<file path="config.mk">
export PLATFORM = sky130hd
export DESIGN_NAME = act_mem_sequencer
export DESIGN_NICKNAME = d
export VERILOG_FILES = /design/src/rtl/act_mem_sequencer.sv
export SDC_FILE = /design/constraint.sdc
export NUM_CORES = 1
export LEC_CHECK = 0
export BUFFER_PORTS_ARGS = -buffer_cell sky130_fd_sc_hd__clkbuf_2
export CAP_MARGIN = 20
export CORE_MARGIN = 2
export CORE_UTILIZATION = 52
export DETAILED_ROUTE_END_ITERATION = 7
export PLACE_DENSITY_LB_ADDON = 0.15
export SLEW_MARGIN = 20
export SYNTH_ARGS = -nofsm -noshare
export SYNTH_HDL_FRONTEND = slang
export SYNTH_SLANG_ARGS = --single-unit
export TNS_END_PERCENT = 30
</file>
<file path="constraint.sdc">
create_clock -name clk -period 4.3 [get_ports clk]
set_input_delay 0.645 -clock clk [delete_from_list [all_inputs] [get_ports clk]]
set_output_delay 0.645 -clock clk [all_outputs]
set_load 0.01 [all_outputs]
</file>
<file path="src/rtl/act_mem_sequencer.sv">
// Activation memory sequencer for one LSTM layer: forward fill in timestep order, BPTT drain in reverse timestep order.
// Writes land one cycle after accept (1 word/cycle); reads take 2 cycles per word and hold the word while out_ready is low.
module act_mem_sequencer #(
  parameter int WIDTH      = 32,
  parameter int NUM        = 53,
  parameter int TIMESTEP   = 8,
  parameter int ADDR_WIDTH = 12,
  localparam int TS_W      = (TIMESTEP > 1) ? $clog2(TIMESTEP) : 1,
  localparam int IDX_W     = (NUM > 1) ? $clog2(NUM) : 1
) (
  input  logic                  clk,
  input  logic                  rst,
  input  logic                  start_fwd,
  input  logic                  start_bwd,
  input  logic                  in_valid,
  input  logic [WIDTH-1:0]      in_data,
  output logic                  in_ready,
  output logic                  out_valid,
  output logic [WIDTH-1:0]      out_data,
  output logic [TS_W-1:0]       out_ts,
  output logic [IDX_W-1:0]      out_idx,
  input  logic                  out_ready,
  output logic                  mem_wr_a,
  output logic [ADDR_WIDTH-1:0] mem_addr_a,
  output logic [WIDTH-1:0]      mem_i_a,
  output logic [ADDR_WIDTH-1:0] mem_addr_b,
  input  logic [WIDTH-1:0]      mem_o_b,
  output logic                  busy,
  output logic                  done_fwd,
  output logic                  done_bwd,
  output logic                  err
);

  localparam logic [TS_W-1:0]       LAST_TS   = TS_W'(TIMESTEP - 1);
  localparam logic [IDX_W-1:0]      LAST_IDX  = IDX_W'(NUM - 1);
  localparam logic [ADDR_WIDTH-1:0] NUM_A     = ADDR_WIDTH'(NUM);
  localparam logic [ADDR_WIDTH-1:0] BASE_LAST = ADDR_WIDTH'((TIMESTEP - 1) * NUM);

  typedef enum logic [1:0] {
    IDLE     = 2'd0,
    FWD      = 2'd1,
    BWD_ADDR = 2'd2,
    BWD_OUT  = 2'd3
  } state_t;

  state_t                  state, state_nxt;
  logic [IDX_W-1:0]        idx, idx_nxt;
  logic [TS_W-1:0]         ts, ts_nxt;
  logic [ADDR_WIDTH-1:0]   base, base_nxt;
  logic                    fwd_valid, fwd_valid_nxt;
  logic                    in_ready_nxt;
  logic                    wr_nxt;
  logic [ADDR_WIDTH-1:0]   addr_a_nxt;
  logic [WIDTH-1:0]        data_a_nxt;
  logic                    done_fwd_nxt, done_bwd_nxt, err_nxt;
  logic [ADDR_WIDTH-1:0]   cur_addr;

  // base tracks ts*NUM so the address needs only an adder
  assign cur_addr = base + ADDR_WIDTH'(idx);

  always_ff @(posedge clk) begin
    if (rst) begin
      state      <= IDLE;
      idx        <= '0;
      ts         <= '0;
      base       <= '0;
      fwd_valid  <= 1'b0;
      in_ready   <= 1'b0;
      mem_wr_a   <= 1'b0;
      mem_addr_a <= '0;
      mem_i_a    <= '0;
      done_fwd   <= 1'b0;
      done_bwd   <= 1'b0;
      err        <= 1'b0;
    end else begin
      state      <= state_nxt;
      idx        <= idx_nxt;
      ts         <= ts_nxt;
      base       <= base_nxt;
      fwd_valid  <= fwd_valid_nxt;
      in_ready   <= in_ready_nxt;
      mem_wr_a   <= wr_nxt;
      mem_addr_a <= addr_a_nxt;
      mem_i_a    <= data_a_nxt;
      done_fwd   <= done_fwd_nxt;
      done_bwd   <= done_bwd_nxt;
      err        <= err_nxt;
    end
  end

  always_comb begin
    state_nxt     = state;
    idx_nxt       = idx;
    ts_nxt        = ts;
    base_nxt      = base;
    fwd_valid_nxt = fwd_valid;
    in_ready_nxt  = in_ready;
    wr_nxt        = 1'b0;
    addr_a_nxt    = mem_addr_a;
    data_a_nxt    = mem_i_a;
    done_fwd_nxt  = 1'b0;
    done_bwd_nxt  = 1'b0;
    err_nxt       = 1'b0;

    case (state)
      IDLE: begin
        if (start_fwd) begin
          state_nxt     = FWD;
          idx_nxt       = '0;
          ts_nxt        = '0;
          base_nxt      = '0;
          fwd_valid_nxt = 1'b0;
          in_ready_nxt  = 1'b1;
        end else if (start_bwd) begin
          if (fwd_valid) begin
            state_nxt = BWD_ADDR;
            ts_nxt    = LAST_TS;
            base_nxt  = BASE_LAST;
            idx_nxt   = '0;
          end else begin
            err_nxt = 1'b1;
          end
        end
      end

      FWD: begin
        err_nxt = start_fwd || start_bwd;
        if (in_valid && in_ready) begin
          wr_nxt     = 1'b1;
          addr_a_nxt = cur_addr;
          data_a_nxt = in_data;
          if (idx == LAST_IDX) begin
            if (ts == LAST_TS) begin
              in_ready_nxt  = 1'b0;
              done_fwd_nxt  = 1'b1;
              fwd_valid_nxt = 1'b1;
              state_nxt     = IDLE;
              idx_nxt       = '0;
              ts_nxt        = '0;
              base_nxt      = '0;
            end else begin
              idx_nxt  = '0;
              ts_nxt   = ts + 1'b1;
              base_nxt = base + NUM_A;
            end
          end else begin
            idx_nxt = idx + 1'b1;
          end
        end
      end

      BWD_ADDR: begin
        err_nxt   = start_fwd || start_bwd;
        state_nxt = BWD_OUT;
      end

      BWD_OUT: begin
        err_nxt = start_fwd || start_bwd;
        if (out_ready) begin
          state_nxt = BWD_ADDR;
          if (idx == LAST_IDX) begin
            idx_nxt = '0;
            if (ts == '0) begin
              done_bwd_nxt = 1'b1;
              state_nxt    = IDLE;
              base_nxt     = '0;
            end else begin
              ts_nxt   = ts - 1'b1;
              base_nxt = base - NUM_A;
            end
          end else begin
            idx_nxt = idx + 1'b1;
          end
        end
      end

      default: state_nxt = IDLE;
    endcase
  end

  // Port B address stays put through BWD_OUT so a stalled word keeps re-reading the same location
  assign mem_addr_b = cur_addr;
  assign out_valid  = (state == BWD_OUT);
  assign out_data   = out_valid ? mem_o_b : '0;
  assign out_ts     = ts;
  assign out_idx    = idx;
  assign busy       = (state != IDLE);

endmodule

</file>
Word-level counts from Yosys, hierarchy flattened

Index checks and enable logic that the tools add are counted.

Register bits after elaboration: 73
Word-level logic and storage cells: 109

Equality and inequality tests: 14
$add $sub $neg: 6
Bitwise operators: 5
Reduce and logical (&&, ||, !) cells: 17
Multiplexer cells: 55

Operators by type and width:

| cell                                                                  | number |
|---|---|
| 12-bit 2-to-1 mux                                                     | 9 |
| 6-bit 2-to-1 mux                                                      | 6 |
| 12-bit case mux with 3 select lines                                   | 1 |
| 32-bit 2-to-1 mux                                                     | 1 |
| 3-bit 2-to-1 mux                                                      | 9 |
| 2-bit 2-to-1 mux                                                      | 9 |
| 6-bit case mux with 3 select lines                                    | 1 |
| 1-bit 2-to-1 mux                                                      | 14 |
| 12-bit by 6-bit adder with 12-bit output                              | 1 |
| 12-bit by 6-bit adder with 12-bit output (second input constant)      | 1 |
| 12-bit by 6-bit subtractor with 12-bit output (second input constant) | 1 |
| 2-bit != test (second input constant)                                 | 5 |
| 5-bit AND reduction                                                   | 2 |
| 3-bit case mux with 3 select lines                                    | 1 |
| 2-bit case mux with 4 select lines                                    | 1 |
| 8-bit AND reduction                                                   | 1 |
| 4-bit OR reduction                                                    | 2 |
| 7-bit AND reduction                                                   | 1 |
| 6-bit by 1-bit adder with 6-bit output (second input constant)        | 1 |
| 6-bit == test (second input constant)                                 | 1 |
| 3-bit != test (second input constant)                                 | 2 |
| 1-bit case mux with 2 select lines                                    | 3 |
| 6-bit AND reduction                                                   | 1 |
| 1-bit inverter                                                        | 5 |
| 15 further kinds                                                      | 18 |

Depth between registers and ports, before layout

Gate-level depths: netlist of run 1.

Depth after elaboration: 5
Depth in mapped cells: 8

Worst setup path after synthesis of run 1

OpenSTA, ideal clock, no wires.

Path type: register to output
Start: reg idx[0], in the netlist out_idx[0]
End: out mem_addr_b[10]
Setup slack: 1721 ps
Cell stages (with the launch flop): 8
Required time: 3655 ps
Arrival time: 1934 ps
Buffers on the path: 0
Path through: dfxtp_1 > ha_1 > fa_1 > a211oi_1 > o21bai_1 > a21oi_1 > o21ai_0 > nand2_1

Cells in the longest elaborated chain, start to end: 1

Ends and longest elaborated chain:

| what                                     | line | source |
|---|---|---|
| start, declared                          | 47   | `logic [IDX_W-1:0] idx, idx_nxt;` |
| start signal, assigned                   | 77   | `idx <= idx_nxt;` |
| 12-bit by 6-bit adder with 12-bit output | 59   | `assign cur_addr = base + ADDR_WIDTH'(idx);` |
| end, declared                            | 26   | `output logic [ADDR_WIDTH-1:0] mem_addr_b,` |

Every way passes these cells.

Final worst setup path of run 1

Ends and elaborated chain as after synthesis.

==> results of run 1 <==
## final timing paths
kind                                  start        endpoint  slack (ns)  depth (start not counted)
worst max-delay path             out_idx[0]  mem_addr_b[10]        1.07                          8
worst min-delay path            mem_i_a[16]     mem_i_a[16]        0.46                          2
worst max register to register     state[0]       out_ts[1]        1.37                          6
worst min register to register  mem_i_a[16]     mem_i_a[16]        0.46                          2
## power breakdown
part / internal, uW / switching (uW)
clock network: 333 / 284
logic: 133 / 186
registers: 703 / 53.8
## cell usage in the layout (no fill, tap or decap), types with 3 or more instances in the layout
cell type,instances
a211oi_1,9
nand2_1,92
nor3_1,11
and3_1,37
nor2b_1,5
or3_1,6
a221oi_1,3
o22ai_1,4
nor2_1,44
o21ai_0,20
ha_1,14
a21o_1,4
nand4_1,4
xor2_1,6
nand3_1,7
or4_1,3
clkbuf_2,173
dfxtp_1,72
nor4_1,4
buf_4,4
xnor2_1,5
clkbuf_8,9
inv_6,3
a21oi_1,59
nand2b_1,4
o21a_1,5
a311oi_1,5
inv_1,14
## stage by stage
stage	instances	utilization, %
3_5_place_dp	761	66.4
3_3_place_gp	761	66.4
4_1_cts	777	69.4
5_1_grt	777	69.4
6_report	777	69.4
2_1_floorplan	521	-
## per-layer routing
metal	routed length [um]	share of wire [%]	GRT usage, %	vias up
met1	4750	42	33.4	1988
li1	-	-	-	2160
met4	174	1.6	9.09	0
met5	0	0	0	-
met3	792	7.1	6.72	17
met2	5480	49	45.4	178
## worst min-delay path, stage by stage (launching register included)
cell	delay (ns)
dfxtp_1	0.31
nand2_1	0.05
a21oi_1	0.05
## cell families after synthesis
logic type	synth area share (%)
and+or+nand+nor	27.4
muxes	0.815
AOI/OAI and AO/OA	22.7
xor gates and xnor gates	2.41
adders and majority gates	4.89
DFF	36.6
buffers and inverters	5.14
## registers in the layout, indices dropped and copies added (netlist names)
register / cells
mem_wr_a: 1
done_bwd: 1
out_idx: 6
fwd_valid: 1
in_ready: 1
mem_i_a: 32
done_fwd: 1
out_ts: 3
state: 2
mem_addr_a: 12
err: 1
base: 12
## area by class of cell
type                            count  share of cell area [%]
Multi-Input combinational cell    397                    45.7
Clock buffer                        9                    2.43
Timing Repair Buffer              177                    17.6
Inverter                           15                    1.11
Tap cell                           99                    2.43
Clock inverter                      7                    1.97
Sequential cell                    73                    28.7
==> impl_metrics.json, run 1 <==
{
  "outcome": "finished, final reports clean",
  "fillerInstances": 624,
  "final_cell_area_um2": 5090,
  "ctsResizeCount": 0,
  "hold_buffers": 0,
  "min_path_type": "flop to flop",
  "clkTransAtPathRegs_ns": 0.08,
  "synth_edf_count": 0,
  "fin_ws_ns": 1.07,
  "rsz0062_at_grt": "false",
  "first_pass_iters": 5,
  "htree_levels": 3,
  "syn_avg_cell_area_um2": 7.66,
  "maxSlewHeadroom_pct": 36.1,
  "yosys_warnings": 0,
  "ys_ff_latch": 73,
  "coreArea_um2": 7330,
  "grt_first_pass_wirelength_mm": 18.5,
  "synth_top_cell_area_share_pct": 36.6,
  "dieArea_um2": 8390,
  "maxCapViolCount": 0,
  "synth-main-ff-cell": "dfxtp_1",
  "synth.most_common_cell": "nand2_1",
  "num_antenna_cells": 0,
  "antenna_found_initial": 0,
  "fin_total_pwr_uw": 1690,
  "synth_area_um2": 3990,
  "synth_cell_types": 64,
  "endpoint_kind": "output port",
  "vias": 4343,
  "postRouteAntennaNets": 0,
  "power_density_nw_per_um2": 332,
  "start_kind": "flop",
  "clkSinkCount": 73,
  "min_period_ns": 3.23,
  "die_h_um": 91.6,
  "wirelength_mm": 11.2,
  "final_max_slew_viol_count": 0,
  "fmax_ghz": 0.310,
  "drc_errors": 0,
  "vdd_drop_max_v": 0.000227,
  "gp_congestion": 0.842,
  "grtUsageTotal_pct": 26.9,
  "layout.nets": 758,
  "place_ws_ns": 1.41,
  "slowest_delay_ns": 0.43,
  "drt_iter0_drc": 354,
  "multi_input_comb_area_um2": 2330,
  "syn_nets": 606,
  "place_area_um2": 4870,
  "ios": 174,
  "setup_viol": 0,
  "cp_max_fo": 7,
  "yosysSeqAreaShare_pct": 36.6,
  "worst-setup-path-type": "flop to output port",
  "grt_max_degree": 49,
  "crit_path_top_delay_cell": "fa_1",
  "synthTopCellsByCount": "nand2_1 (92), dfxtp_1 (73), a21oi_1 (59)",
  "grt_overflow_total": 0,
  "clock_latency_ns": 0.36,
  "dpl.hpwl_mm": 8.10,
  "clockRootBuffer": "clkbuf_8",
  "critical_path_buf_inv_count": 1,
  "hold_viol": 0,
  "area_growth_pct": 27.6,
  "crit_required_ns": 3.65,
  "path_cells": "ha_1 > fa_1 > a211oi_1 > o21bai_1 > a21oi_1 > o21ai_0 > nand2_1 > clkbuf_2",
  "synth_area_leaders": "dfxtp_1 (37%), nand2_1 (8.7%), a21oi_1 (7.4%)",
  "synth_top_area_cell": "dfxtp_1",
  "crit_arrival_ns": 2.58,
  "synthCells": 521,
  "seq_area_um2": 1460,
  "setup_tns_ns": 0,
  "clock_tree.buffer_depth": 2,
  "first_global_vias": 3995,
  "die_w_um": 91.6,
  "final.period_utilization_pct": 75.0,
  "holdWs_ns": 0.456,
  "wl_per_cell_um": 14.4,
  "post-cts-setup-buffers": 0,
  "p_leak_uw": 0.00241,
  "synthArstFlopShare_pct": 0,
  "fin_skew_ns": 0.0111,
  "portBuffers": 173,
  "worst_slew_pin_slew_ns": 0.958,
  "cts_tree": "done",
  "num_rows": 31,
  "initial_core_util_pct": 54.4,
  "viasPerCell": 5.59,
  "drive_gt1_share_pct": 30.2,
  "path_delay_family": "compound AO/OA/AOI/OAI gates",
  "cts_buffers": 9
}
Power figures use the tool's default switching activity.
==> inputs of run 2 (changes only) <==
--- a/config.mk
+++ b/config.mk
@@ -5,10 +5,11 @@
 export SDC_FILE = /design/constraint.sdc
 export NUM_CORES = 1
 export LEC_CHECK = 0
+export ABC_AREA = 1
 export BUFFER_PORTS_ARGS = -buffer_cell sky130_fd_sc_hd__clkbuf_2
 export CAP_MARGIN = 20
 export CORE_MARGIN = 2
-export CORE_UTILIZATION = 52
+export CORE_UTILIZATION = 49
 export DETAILED_ROUTE_END_ITERATION = 7
 export PLACE_DENSITY_LB_ADDON = 0.15
 export SLEW_MARGIN = 20
==> constraint.sdc (replaced) <==
create_clock -name clk -period 3.3 [get_ports clk]
set_input_delay 0.495 -clock clk [delete_from_list [all_inputs] [get_ports clk]]
set_output_delay 0.495 -clock clk [all_outputs]
set_load 0.01 [all_outputs]
==> run 2 against run 1 <==
Effect of this change:
- non-clock buffer count down 1
- synthesized cell count up 24%
- count of clock-buffer cells in the layout up 2
- sequential share of layout area down 1.1 points
==> impl_metrics.json, run 2 <==
{
  "p_leak_uw": 0.00295,
  "cp_max_fo": 6,
  "start_kind": "flop",
  "ys_ff_latch": 73,
  "area_growth_pct": 26.5,
  "pwr-share-clk_pct": 33.9,
  "postRouteAntennaNets": 0,
  "synth_area_leaders": "dfxtp_1 (35%), nor2_1 (14%), nand2_1 (10%)",
  "largest_register_ffs": 32,
  "endpoint_kind": "output port",
  "min_path_type": "input pin to flop",
  "synthTopCellsByCount": "nor2_1 (151), nand2_1 (111), inv_1 (84)",
  "drt_iter0_drc": 185,
  "instances_no_fill": 919,
  "coreArea_um2": 8260,
  "htree_levels": 3,
  "outcome": "finished, final reports clean",
  "drc_errors": 0,
  "power_density_nw_per_um2": 413,
  "num_antenna_cells": 0,
  "worst-setup-path-type": "flop to output port",
  "syn_nets": 731,
  "worst_slew_pin_slew_ns": 0.750,
  "synthCells": 646,
  "wl_per_cell_um": 13.3,
  "min_period_ns": 2.85,
  "die_w_um": 96.4,
  "dieArea_um2": 9280,
  "crit_arrival_ns": 2.36,
  "num_rows": 33,
  "synth_top_area_cell": "dfxtp_1",
  "setup_tns_ns": 0,
  "fmax_ghz": 0.350,
  "regMostFlops": "mem_i_a",
  "final.period_utilization_pct": 86.5,
  "fillerInstances": 799,
  "cts_tree": "done",
  "top_regs": "mem_i_a x32, base x12, mem_addr_a x12",
  "ios": 174,
  "cp-startpoint": "out_idx[0]",
  "synth_cell_types": 40,
  "clockRootBuffer": "clkbuf_8",
  "layout_common_cells": "clkbuf_2 (173), nor2_1 (150), nand2_1 (111), inv_1 (84), dfxtp_1 (73)",
  "synth_top_cell_area_share_pct": 35.0,
  "grtUsageTotal_pct": 27.1,
  "layout.nets": 894,
  "clkSinkCount": 73,
  "portBuffers": 173,
  "synth_area_um2": 4180,
  "clock_latency_ns": 0.36,
  "post-cts-setup-buffers": 0,
  "synthArstFlopShare_pct": 0,
  "yosys_warnings": 0,
  "switching_power_uw": 710,
  "rr_startpoint": "out_idx[1]",
  "r2r_slack_ns": 1.18,
  "maxSlewHeadroom_pct": 49.9,
  "layout_commonest_cell": "clkbuf_2",
  "rsz0062_at_grt": "false",
  "swShare_pct": 32.5,
  "first_global_vias": 4190,
  "dpl.hpwl_mm": 9.44,
  "r2r_cells": 9,
  "first_pass_iters": 5,
  "vdd_drop_max_v": 0.000241,
  "cts_buffers": 9,
  "vias": 4630,
  "yosysSeqAreaShare_pct": 35.0,
  "die_h_um": 96.4,
  "power_frac_seq_pct": 44.7,
  "ctsResizeCount": 0,
  "multi_input_comb_area_um2": 2260,
  "placedCellCount": 903,
  "wirelength_mm": 12.3,
  "antenna_found_initial": 0,
  "grt_max_degree": 45,
  "synth_edf_count": 0,
  "post-route-util_pct": 64.0,
  "synth.most_common_cell": "nor2_1",
  "synth-main-ff-cell": "dfxtp_1",
  "p_int_uw": 1470,
  "r2r-end": "out_ts[0]",
  "gp_congestion": 0.966,
  "initial_core_util_pct": 50.6,
  "seq_area_um2": 1460,
  "clock_tree.buffer_depth": 2,
  "final_max_slew_viol_count": 0,
  "cp-endpoint": "mem_addr_b[8]",
  "hold_viol": 0,
  "crit_required_ns": 2.80,
  "combPwrFrac_pct": 21.4,
  "hold_buffers": 0,
  "drive_gt1_share_pct": 26.2,
  "grt_first_pass_wirelength_mm": 19.7,
  "fin_skew_ns": 0.0111,
  "setup_viol": 0,
  "viasPerCell": 5.04,
  "whs_path_depth": 3,
  "syn_avg_cell_area_um2": 6.47,
  "grt_overflow_total": 0,
  "maxCapViolCount": 0,
  "clkTransAtPathRegs_ns": 0.08
}
==> run 2: through the flow <==
stage	setup slack, ns	total power, uW	area, um^2	hold WS, ns
2_1_floorplan	1.07	1300	4180	0.453
3_3_place_gp	0.866	1450	5080	0.449
3_5_place_dp	0.831	1460	5080	0.453
4_1_cts	0.421	2200	5290	0.343
5_1_grt	0.282	2310	5290	0.352
6_report	0.446	2180	5290	0.352
==> run 2: layer usage <==
| layer | routed length, um | global-route usage [%] | share of wire [%] |
|---|---|---|---|
| met1 | 5180 | 33.8 | 42 |
| met2 | 6180 | 46.5 | 50 |
| met3 | 724 | 6.42 | 5.9 |
| met4 | 191 | 7.75 | 1.6 |
| met5 | 0 | 0 | 0 |
==> run 2: layout make-up <==
cell class | count | area share, %
clock inverters | 5 | 1.18
clock buffers | 11 | 2.67
flip-flops and latches | 73 | 27.6
inverters | 89 | 6.41
well taps | 105 | 2.49
multi-input cells | 460 | 42.8
repair buffers | 176 | 16.8
==> run 2: critical path: stages, from the launching register on <==
cell      delay (ns)
dfxtp_1         0.37
ha_1            0.25
fa_1            0.44
nand3_1         0.10
nand2_1         0.08
nand3_1         0.07
o21ai_0         0.16
or2_2           0.33
nand2_1         0.07
clkbuf_2        0.13
==> run 2: power by group through the flow <==
stage	clock (uW)	sequential [uW]	combinational, uW
global placement	0	994	458
CTS	752	976	468
floorplan	0	999	300
finish	739	977	467
detailed placement	0	996	466
global route	793	985	528
==> run 2: kinds of logic (layout without fill, tap and decap cells) <==
logic type      after synthesis  after routing  synth area share (%)
compound gates              112            112                  14.5
xor+xnor                     12             12                  2.51
fa+ha+maj                    15             15                  4.67
buf+inv                     113            281                  11.0
flops                        73             73                  35.0
simple gates                321            321                  32.4
==> run 2: worst min-delay path by stage <==
stage                     slack (ns)           to   startpoint
after floorplan                 0.45    fwd_valid    fwd_valid
after detailed placement        0.45     in_ready     in_ready
final                           0.35   mem_i_a[7]   in_data[7]
after CTS                       0.34   mem_i_a[7]   in_data[7]
after global placement          0.45     in_ready     in_ready
after global routing            0.35  mem_i_a[27]  in_data[27]
